--- config.mk ---
export PLATFORM = sky130hd
export DESIGN_NAME = calc_datapath
export DESIGN_NICKNAME = d
export VERILOG_FILES = /design/src/rtl/calc_pkg.sv /design/src/rtl/calc_iter_unit.sv /design/src/rtl/calc_datapath.sv
export SDC_FILE = /design/constraint.sdc
export NUM_CORES = 1
export LEC_CHECK = 0
export ABC_AREA = 0
export CAP_MARGIN = 20
export CELL_PAD_IN_SITES_DETAIL_PLACEMENT = 0
export CELL_PAD_IN_SITES_GLOBAL_PLACEMENT = 1
export CORE_ASPECT_RATIO = 1.5
export CORE_MARGIN = 2
export CORE_UTILIZATION = 48
export CTS_CLUSTER_SIZE = 12
export DETAILED_ROUTE_END_ITERATION = 16
export PLACE_DENSITY = 0.88
export SKIP_LAST_GASP = 1
export SYNTH_ARGS = -nofsm -noshare
export SYNTH_HDL_FRONTEND = slang
export SYNTH_SLANG_ARGS = --single-unit
--- constraint.sdc ---
create_clock -name clk -period 5.39 [get_ports clk]
set_input_delay 1.3475 -clock clk [delete_from_list [all_inputs] [get_ports clk]]
set_output_delay 1.3475 -clock clk [all_outputs]
set_load 0.01 [all_outputs]
--- src/rtl/calc_pkg.sv ---
// Shared encodings for the calculator datapath: controller commands, operations,
// display sources and the iterative-unit state.
package calc_pkg;

    localparam logic [2:0] OP_NOOP     = 3'b000;
    localparam logic [2:0] OP_DISP_A   = 3'b010;
    localparam logic [2:0] OP_DISP_B   = 3'b100;
    localparam logic [2:0] OP_COMPUTE  = 3'b101;
    localparam logic [2:0] OP_DISP_RES = 3'b110;
    localparam logic [2:0] OP_CLEAR    = 3'b111;

    localparam logic [1:0] CALC_ADD = 2'b00;
    localparam logic [1:0] CALC_SUB = 2'b01;
    localparam logic [1:0] CALC_MUL = 2'b10;
    localparam logic [1:0] CALC_DIV = 2'b11;

    localparam logic [1:0] SEL_NONE = 2'b00;
    localparam logic [1:0] SEL_A    = 2'b01;
    localparam logic [1:0] SEL_B    = 2'b10;
    localparam logic [1:0] SEL_RES  = 2'b11;

    typedef enum logic {
        C_IDLE = 1'b0,
        C_RUN  = 1'b1
    } calc_state_t;

endpackage

--- src/rtl/calc_iter_unit.sv ---
// N-step shift-add multiplier and restoring divider sharing one counter and FSM.
// done is high during the final running cycle; product/{rem,quo} are valid with it.
module calc_iter_unit
    import calc_pkg::*;
#(
    parameter int N = 4
) (
    input  logic          clk,
    input  logic          reset,
    input  logic          start,
    input  logic          is_div,
    input  logic [N-1:0]  a,
    input  logic [N-1:0]  b,
    input  logic          abort,
    output logic          busy,
    output logic          done,
    output logic          run_div,
    output logic [2*N-1:0] product,
    output logic [N-1:0]  rem,
    output logic [N-1:0]  quo,
    output calc_state_t   state
);

    localparam int CW = $clog2(N + 1);

    logic [CW-1:0]  cnt;
    logic [2*N-1:0] acc;
    logic [2*N-1:0] mcand;
    logic [N-1:0]   mplier;
    logic [N-1:0]   rem_q;
    logic [N-1:0]   quo_q;
    logic [N-1:0]   divisor;

    logic [2*N-1:0] acc_nxt;
    logic [N:0]     shifted;
    logic [N:0]     trial;
    logic           take;
    logic [N-1:0]   rem_nxt;
    logic [N-1:0]   quo_nxt;
    logic           last_step;

    assign acc_nxt   = mplier[0] ? acc + mcand : acc;
    // Restoring step: shift the next dividend bit into the partial remainder, subtract if it fits.
    assign shifted   = {rem_q, quo_q[N-1]};
    assign trial     = shifted - {1'b0, divisor};
    assign take      = shifted >= {1'b0, divisor};
    assign rem_nxt   = take ? trial[N-1:0] : shifted[N-1:0];
    assign quo_nxt   = {quo_q[N-2:0], take};
    assign last_step = (state == C_RUN) && (cnt == CW'(N - 1));

    assign busy    = (state == C_RUN);
    assign done    = last_step && !abort;
    assign product = acc_nxt;
    assign rem     = rem_nxt;
    assign quo     = quo_nxt;

    always_ff @(posedge clk) begin
        if (reset || abort) begin
            state   <= C_IDLE;
            cnt     <= '0;
            run_div <= 1'b0;
            acc     <= '0;
            mcand   <= '0;
            mplier  <= '0;
            rem_q   <= '0;
            quo_q   <= '0;
            divisor <= '0;
        end else begin
            case (state)
                C_IDLE: begin
                    if (start) begin
                        state   <= C_RUN;
                        cnt     <= '0;
                        run_div <= is_div;
                        acc     <= '0;
                        mcand   <= {{N{1'b0}}, a};
                        mplier  <= b;
                        rem_q   <= '0;
                        quo_q   <= a;
                        divisor <= b;
                    end
                end
                C_RUN: begin
                    acc    <= acc_nxt;
                    mcand  <= mcand << 1;
                    mplier <= mplier >> 1;
                    rem_q  <= rem_nxt;
                    quo_q  <= quo_nxt;
                    cnt    <= cnt + CW'(1);
                    if (last_step) state <= C_IDLE;
                end
                default: state <= C_IDLE;
            endcase
        end
    end

endmodule

--- src/rtl/calc_datapath.sv ---
// Calculator execution datapath: operand capture, single-cycle add/sub, iterative mul/div
// and the sticky display register driven by the controller's op_code commands.
module calc_datapath
    import calc_pkg::*;
#(
    parameter int N = 4
) (
    input  logic           clk,
    input  logic           reset,
    input  logic [2:0]     op_code,
    input  logic           wrt_addr,
    input  logic [1:0]     compute_op,
    input  logic [N-1:0]   data_in,
    output logic [2*N-1:0] disp_val,
    output logic [1:0]     disp_sel,
    output logic           busy,
    output logic           done,
    output logic           neg,
    output logic           div_zero
);

    // Command protocol: a command acts once when op_code changes (entry); holding it only
    // refreshes the display. done pulses for one cycle on every result write; no handshake back.
    logic [2:0]     prev_op;
    logic [N-1:0]   reg_a;
    logic [N-1:0]   reg_b;
    logic [2*N-1:0] result;

    logic           entry;
    logic           clear;
    logic           compute_entry;
    logic           start_iter;
    logic [N-1:0]   abs_diff;

    logic           iter_busy;
    logic           iter_done;
    logic           iter_div;
    logic [2*N-1:0] iter_product;
    logic [N-1:0]   iter_rem;
    logic [N-1:0]   iter_quo;
    calc_state_t    iter_state;

    // The previewed register is already implied by op_code, so wrt_addr carries no extra information.
    logic           unused_wrt_addr;
    assign unused_wrt_addr = wrt_addr;

    assign entry         = (op_code != prev_op);
    assign clear         = (op_code == OP_CLEAR);
    assign compute_entry = entry && (op_code == OP_COMPUTE) && (iter_state == C_IDLE);
    assign start_iter    = compute_entry &&
                           ((compute_op == CALC_MUL) || ((compute_op == CALC_DIV) && (reg_b != '0)));
    assign abs_diff      = (reg_a >= reg_b) ? reg_a - reg_b : reg_b - reg_a;
    assign busy          = iter_busy;

    calc_iter_unit #(.N(N)) u_iter (
        .clk     (clk),
        .reset   (reset),
        .start   (start_iter),
        .is_div  (compute_op == CALC_DIV),
        .a       (reg_a),
        .b       (reg_b),
        .abort   (clear),
        .busy    (iter_busy),
        .done    (iter_done),
        .run_div (iter_div),
        .product (iter_product),
        .rem     (iter_rem),
        .quo     (iter_quo),
        .state   (iter_state)
    );

    always_ff @(posedge clk) begin
        if (reset) begin
            prev_op  <= OP_NOOP;
            reg_a    <= '0;
            reg_b    <= '0;
            result   <= '0;
            disp_val <= '0;
            disp_sel <= SEL_NONE;
            done     <= 1'b0;
            neg      <= 1'b0;
            div_zero <= 1'b0;
        end else begin
            prev_op <= op_code;
            done    <= 1'b0;
            if (clear) begin
                reg_a    <= '0;
                reg_b    <= '0;
                result   <= '0;
                disp_val <= '0;
                disp_sel <= SEL_NONE;
                neg      <= 1'b0;
                div_zero <= 1'b0;
            end else begin
                case (op_code)
                    OP_DISP_A: begin
                        if (entry) reg_a <= data_in;
                        disp_val <= {{N{1'b0}}, (entry ? data_in : reg_a)};
                        disp_sel <= SEL_A;
                    end
                    OP_DISP_B: begin
                        if (entry) reg_b <= data_in;
                        disp_val <= {{N{1'b0}}, (entry ? data_in : reg_b)};
                        disp_sel <= SEL_B;
                    end
                    OP_DISP_RES: begin
                        disp_val <= result;
                        disp_sel <= SEL_RES;
                    end
                    default: ;
                endcase

                if (compute_entry) begin
                    case (compute_op)
                        CALC_ADD: begin
                            result   <= {{N{1'b0}}, reg_a} + {{N{1'b0}}, reg_b};
                            neg      <= 1'b0;
                            div_zero <= 1'b0;
                            done     <= 1'b1;
                        end
                        CALC_SUB: begin
                            result   <= {{N{1'b0}}, abs_diff};
                            neg      <= (reg_a < reg_b);
                            div_zero <= 1'b0;
                            done     <= 1'b1;
                        end
                        CALC_MUL: begin
                            neg      <= 1'b0;
                            div_zero <= 1'b0;
                        end
                        default: begin
                            neg <= 1'b0;
                            if (reg_b == '0) begin
                                result   <= {2*N{1'b1}};
                                div_zero <= 1'b1;
                                done     <= 1'b1;
                            end
                        end
                    endcase
                end

                if (iter_done) begin
                    result <= iter_div ? {iter_rem, iter_quo} : iter_product;
                    done   <= 1'b1;
                    if (iter_div) div_zero <= 1'b0;
                end
            end
        end
    end

endmodule

==> flow_metrics.tcl <==
set metrics [dict create \
    insertion_delay_ns 0.33 \
    layout.cells.most_common_list "sky130_fd_sc_hd__dfxtp_1 (69), sky130_fd_sc_hd__nand2_1 (61), sky130_fd_sc_hd__a21oi_1 (49), sky130_fd_sc_hd__nor2_1 (44), sky130_fd_sc_hd__o21ai_0 (26)" \
    first_pass_grt_wire_length_mm 16.9 \
    drc_errors 0 \
    place_congestion 0.815 \
    synth_ff_type "sky130_fd_sc_hd__dfxtp_1" \
    num_rows 40 \
    core-area_um2 8010 \
    critical_path.startpoint_type "input pin" \
    dr.first_iter.drc_count 211 \
    die_area_um2 9050 \
    final_common_cell "sky130_fd_sc_hd__dfxtp_1" \
    worst-path-max-fanout 20 \
    cts_max_level 3 \
    synth.top_cells.by_area "sky130_fd_sc_hd__dfxtp_1 (35%), sky130_fd_sc_hd__ha_1 (7.5%), sky130_fd_sc_hd__a21oi_1 (6.2%)" \
    hold_fix_buffer_count_after_cts 0 \
    finalHoldViolCount 0 \
    final_cells 610 \
    antenna_cells_inserted 0 \
    syn2layout_area_growth_pct 13.5 \
    floorplan.die.width_um 78.3 \
    dieHeight_um 116 \
    arrival_ns 4.08 \
    layout.nets 542 \
    worst_skew_ns 0.00549 \
    synth.yosys.warnings 0 \
    globalRoute.busiestLayer "met2" \
    tritoncts.num_buffers 9 \
    syn_nets 531 \
    wire_per_inst_um 16.5 \
    timing.hold.worst.class "reg -> reg" \
    synth-seq-area-share_pct 34.7 \
    hpwlAfterDp_mm 7.42 \
    worstSetupEndpointType "flop" \
    final_layout_size_suffix_gt1_share_pct 6.34 \
    grt_pass1_vias 3496 \
    vdd.ir_drop.worst_uv 177 \
    ant_nets 0 \
    netlist_instances 490 \
    fin_crit_sh_pct 71.7 \
    grt_start_max_net_pins 25 \
    globalRouteTotalUtil_pct 24.0 \
    vias 3494 \
    io_pins 26 \
    clk_transition_reported_paths_ns 0.05 \
    netlist.area_leader.share_pct 34.7 \
    globalRouteOverflowTotal 0 \
    place_inst 595 \
    clock_tree_from_tritoncts "done" \
    drtPass1Iterations 5 \
    yosys.cell_types.count 54 \
    fmax_mhz 259 \
    port_buffers 24 \
    clock_path_buffers 2 \
    ys_seq_elements 69 \
    static-leakage-power_nw 1.67 \
    max_cap_violations 0 \
    final_period_minus_worst_setup_slack_ns 3.87 \
    power_density_over_the_cells_nw_per_um2 261 \
    critPathKind "in -> reg" \
    grt_util_met2_pct 44.9 \
    grt_util_met3_pct 4.60 \
    clk_root_buffer_cell "sky130_fd_sc_hd__clkbuf_16" \
    critical_path_required_ns 5.61 \
    finalSetupViolations 0 \
    tightestPinTransition_ns 1.05 \
    synth.avg_cell_area_um2 8.12 \
    syn-cell-area_um2 3980 \
    routed_via_density 5.73 \
    outcome "finished, final reports clean" \
    detail_route.wirelength_mm 10.0 \
    groute.layer.met1.usage_pct 26.4 \
    synth_enable_flop_cells 0 \
    postSynth.asyncResetShare_pct 0 \
    cts_post_setup_buffers_inserted 0 \
    worst_slew_margin_rel_pct 30.3 \
    final-max-slew-violation-count 0 \
    grt_setup_unrepaired "false" \
    initial_core_util_pct 49.7 \
    cts_repair_resize_count 0 \
    cts.sinks 69 \
    post-synth-top-area-cell "sky130_fd_sc_hd__dfxtp_1" \
    setup_tns_ns 0 \
    antenna_found_initial 0 \
]
==> worst max-delay path: stages <==
cell and delay, ns:
sky130_fd_sc_hd__clkdlybuf4s50_1 0.74, sky130_fd_sc_hd__nor4bb_1 0.49, sky130_fd_sc_hd__o31a_1 0.39, sky130_fd_sc_hd__nand2b_1 0.50, sky130_fd_sc_hd__buf_4 0.36, sky130_fd_sc_hd__nand2_1 0.07, sky130_fd_sc_hd__mux2_2 0.13, sky130_fd_sc_hd__nor2_1 0.03
==> cell type report <==
| class | instances | area [µm²] |
|---|---|---|
| Clock inverter | 5 | 27.5 |
| Tap cell | 105 | 131 |
| Fill cell | 735 | 3490 |
| Clock buffer | 10 | 239 |
| Inverter | 24 | 90.1 |
| Multi-Input combinational cell | 367 | 2360 |
| Timing Repair Buffer | 30 | 285 |
| Sequential cell | 69 | 1380 |
==> registers in the layout (all words and copies together), names as in the netlist, 2 cells and up <==
signal	count
u_iter.mcand	8
u_iter.mplier	4
u_iter.rem_q	4
u_iter.quo_q	4
result	8
prev_op	3
reg_b	4
reg_a	4
disp_sel	2
u_iter.acc	8
disp_val	8
u_iter.divisor	4
u_iter.cnt	3
==> Yosys cell counts (2+ instances only) <==
master and n:
sky130_fd_sc_hd__nand3b_1 4, sky130_fd_sc_hd__nand3_1 24, sky130_fd_sc_hd__o21bai_1 3, sky130_fd_sc_hd__buf_6 2
sky130_fd_sc_hd__xnor2_1 6, sky130_fd_sc_hd__nor3_1 7, sky130_fd_sc_hd__clkbuf_1 19, sky130_fd_sc_hd__a31oi_1 14
sky130_fd_sc_hd__nand2b_1 15, sky130_fd_sc_hd__a22oi_1 4, sky130_fd_sc_hd__a21oi_1 49, sky130_fd_sc_hd__ha_1 24
sky130_fd_sc_hd__mux2i_1 24, sky130_fd_sc_hd__o21ai_0 26, sky130_fd_sc_hd__nor2b_1 5, sky130_fd_sc_hd__a211oi_1 5
sky130_fd_sc_hd__buf_2 4, sky130_fd_sc_hd__o221ai_1 2, sky130_fd_sc_hd__o31ai_1 2, sky130_fd_sc_hd__mux2_2 5
sky130_fd_sc_hd__xor2_1 4, sky130_fd_sc_hd__o211ai_1 5, sky130_fd_sc_hd__dfxtp_1 69, sky130_fd_sc_hd__fa_1 5
sky130_fd_sc_hd__o41ai_1 2, sky130_fd_sc_hd__and3_1 3, sky130_fd_sc_hd__nand2_1 61, sky130_fd_sc_hd__nor2_1 44
sky130_fd_sc_hd__inv_1 24, sky130_fd_sc_hd__buf_4 3, sky130_fd_sc_hd__a21o_1 2, sky130_fd_sc_hd__nor4b_1 2
==> metal layers <==
layer / up-vias / share of wire (%)
met3: 17 / 3.5
li1: 1743 / -
met5: - / 0
met4: 0 / 2.0
met1: 1655 / 41
met2: 79 / 54
==> metrics by stage <==
| stage | power (mW) | area, µm² | worst slack, ns | utilization [%] | hold WS (ns) |
|---|---|---|---|---|---|
| final | 1.18 | 4520 | 1.52 | 56.4 | 0.454 |
| after global routing | 1.23 | 4520 | 1.32 | 56.4 | 0.472 |
| after CTS | 1.19 | 4520 | 1.51 | 56.4 | 0.456 |
| after global placement | 0.659 | 4250 | 1.17 | 53.1 | 0.442 |
| after detailed placement | 0.662 | 4250 | 1.17 | 53.1 | 0.448 |
| after floorplan | 0.622 | 3980 | 2.59 | - | 0.429 |
==> final timing paths <==
path / from / end / slack [ns] / cells past startpoint
worst max register to register: reg_b[1] / u_iter.rem_q[2] / 2.75 / 7
worst max-delay path: op_code[1] / u_iter.rem_q[2] / 1.52 / 8
worst min-delay path: result[0] / result[0] / 0.45 / 2
worst min register to register: result[0] / result[0] / 0.45 / 2
==> cell families (layout without fill, tap and decap cells) <==
group | Yosys count | count (layout) | share of synthesized area [%]
mux | 29 | 29 | 7.45
buf+inv | 54 | 69 | 5.91
xor+xnor | 10 | 10 | 2.20
compound gates | 125 | 125 | 19.2
fa+ha+maj | 29 | 29 | 10.1
flops | 69 | 69 | 34.7
simple gates | 174 | 174 | 20.5
==> report_power, final <==
part           total [mW]  switching (mW)  internal (mW)
Sequential          0.533          0.0112          0.521
Clock               0.528           0.211          0.317
Combinational       0.119          0.0696         0.0494
Total                1.18           0.292          0.888
Power figures use the tool's default switching activity.
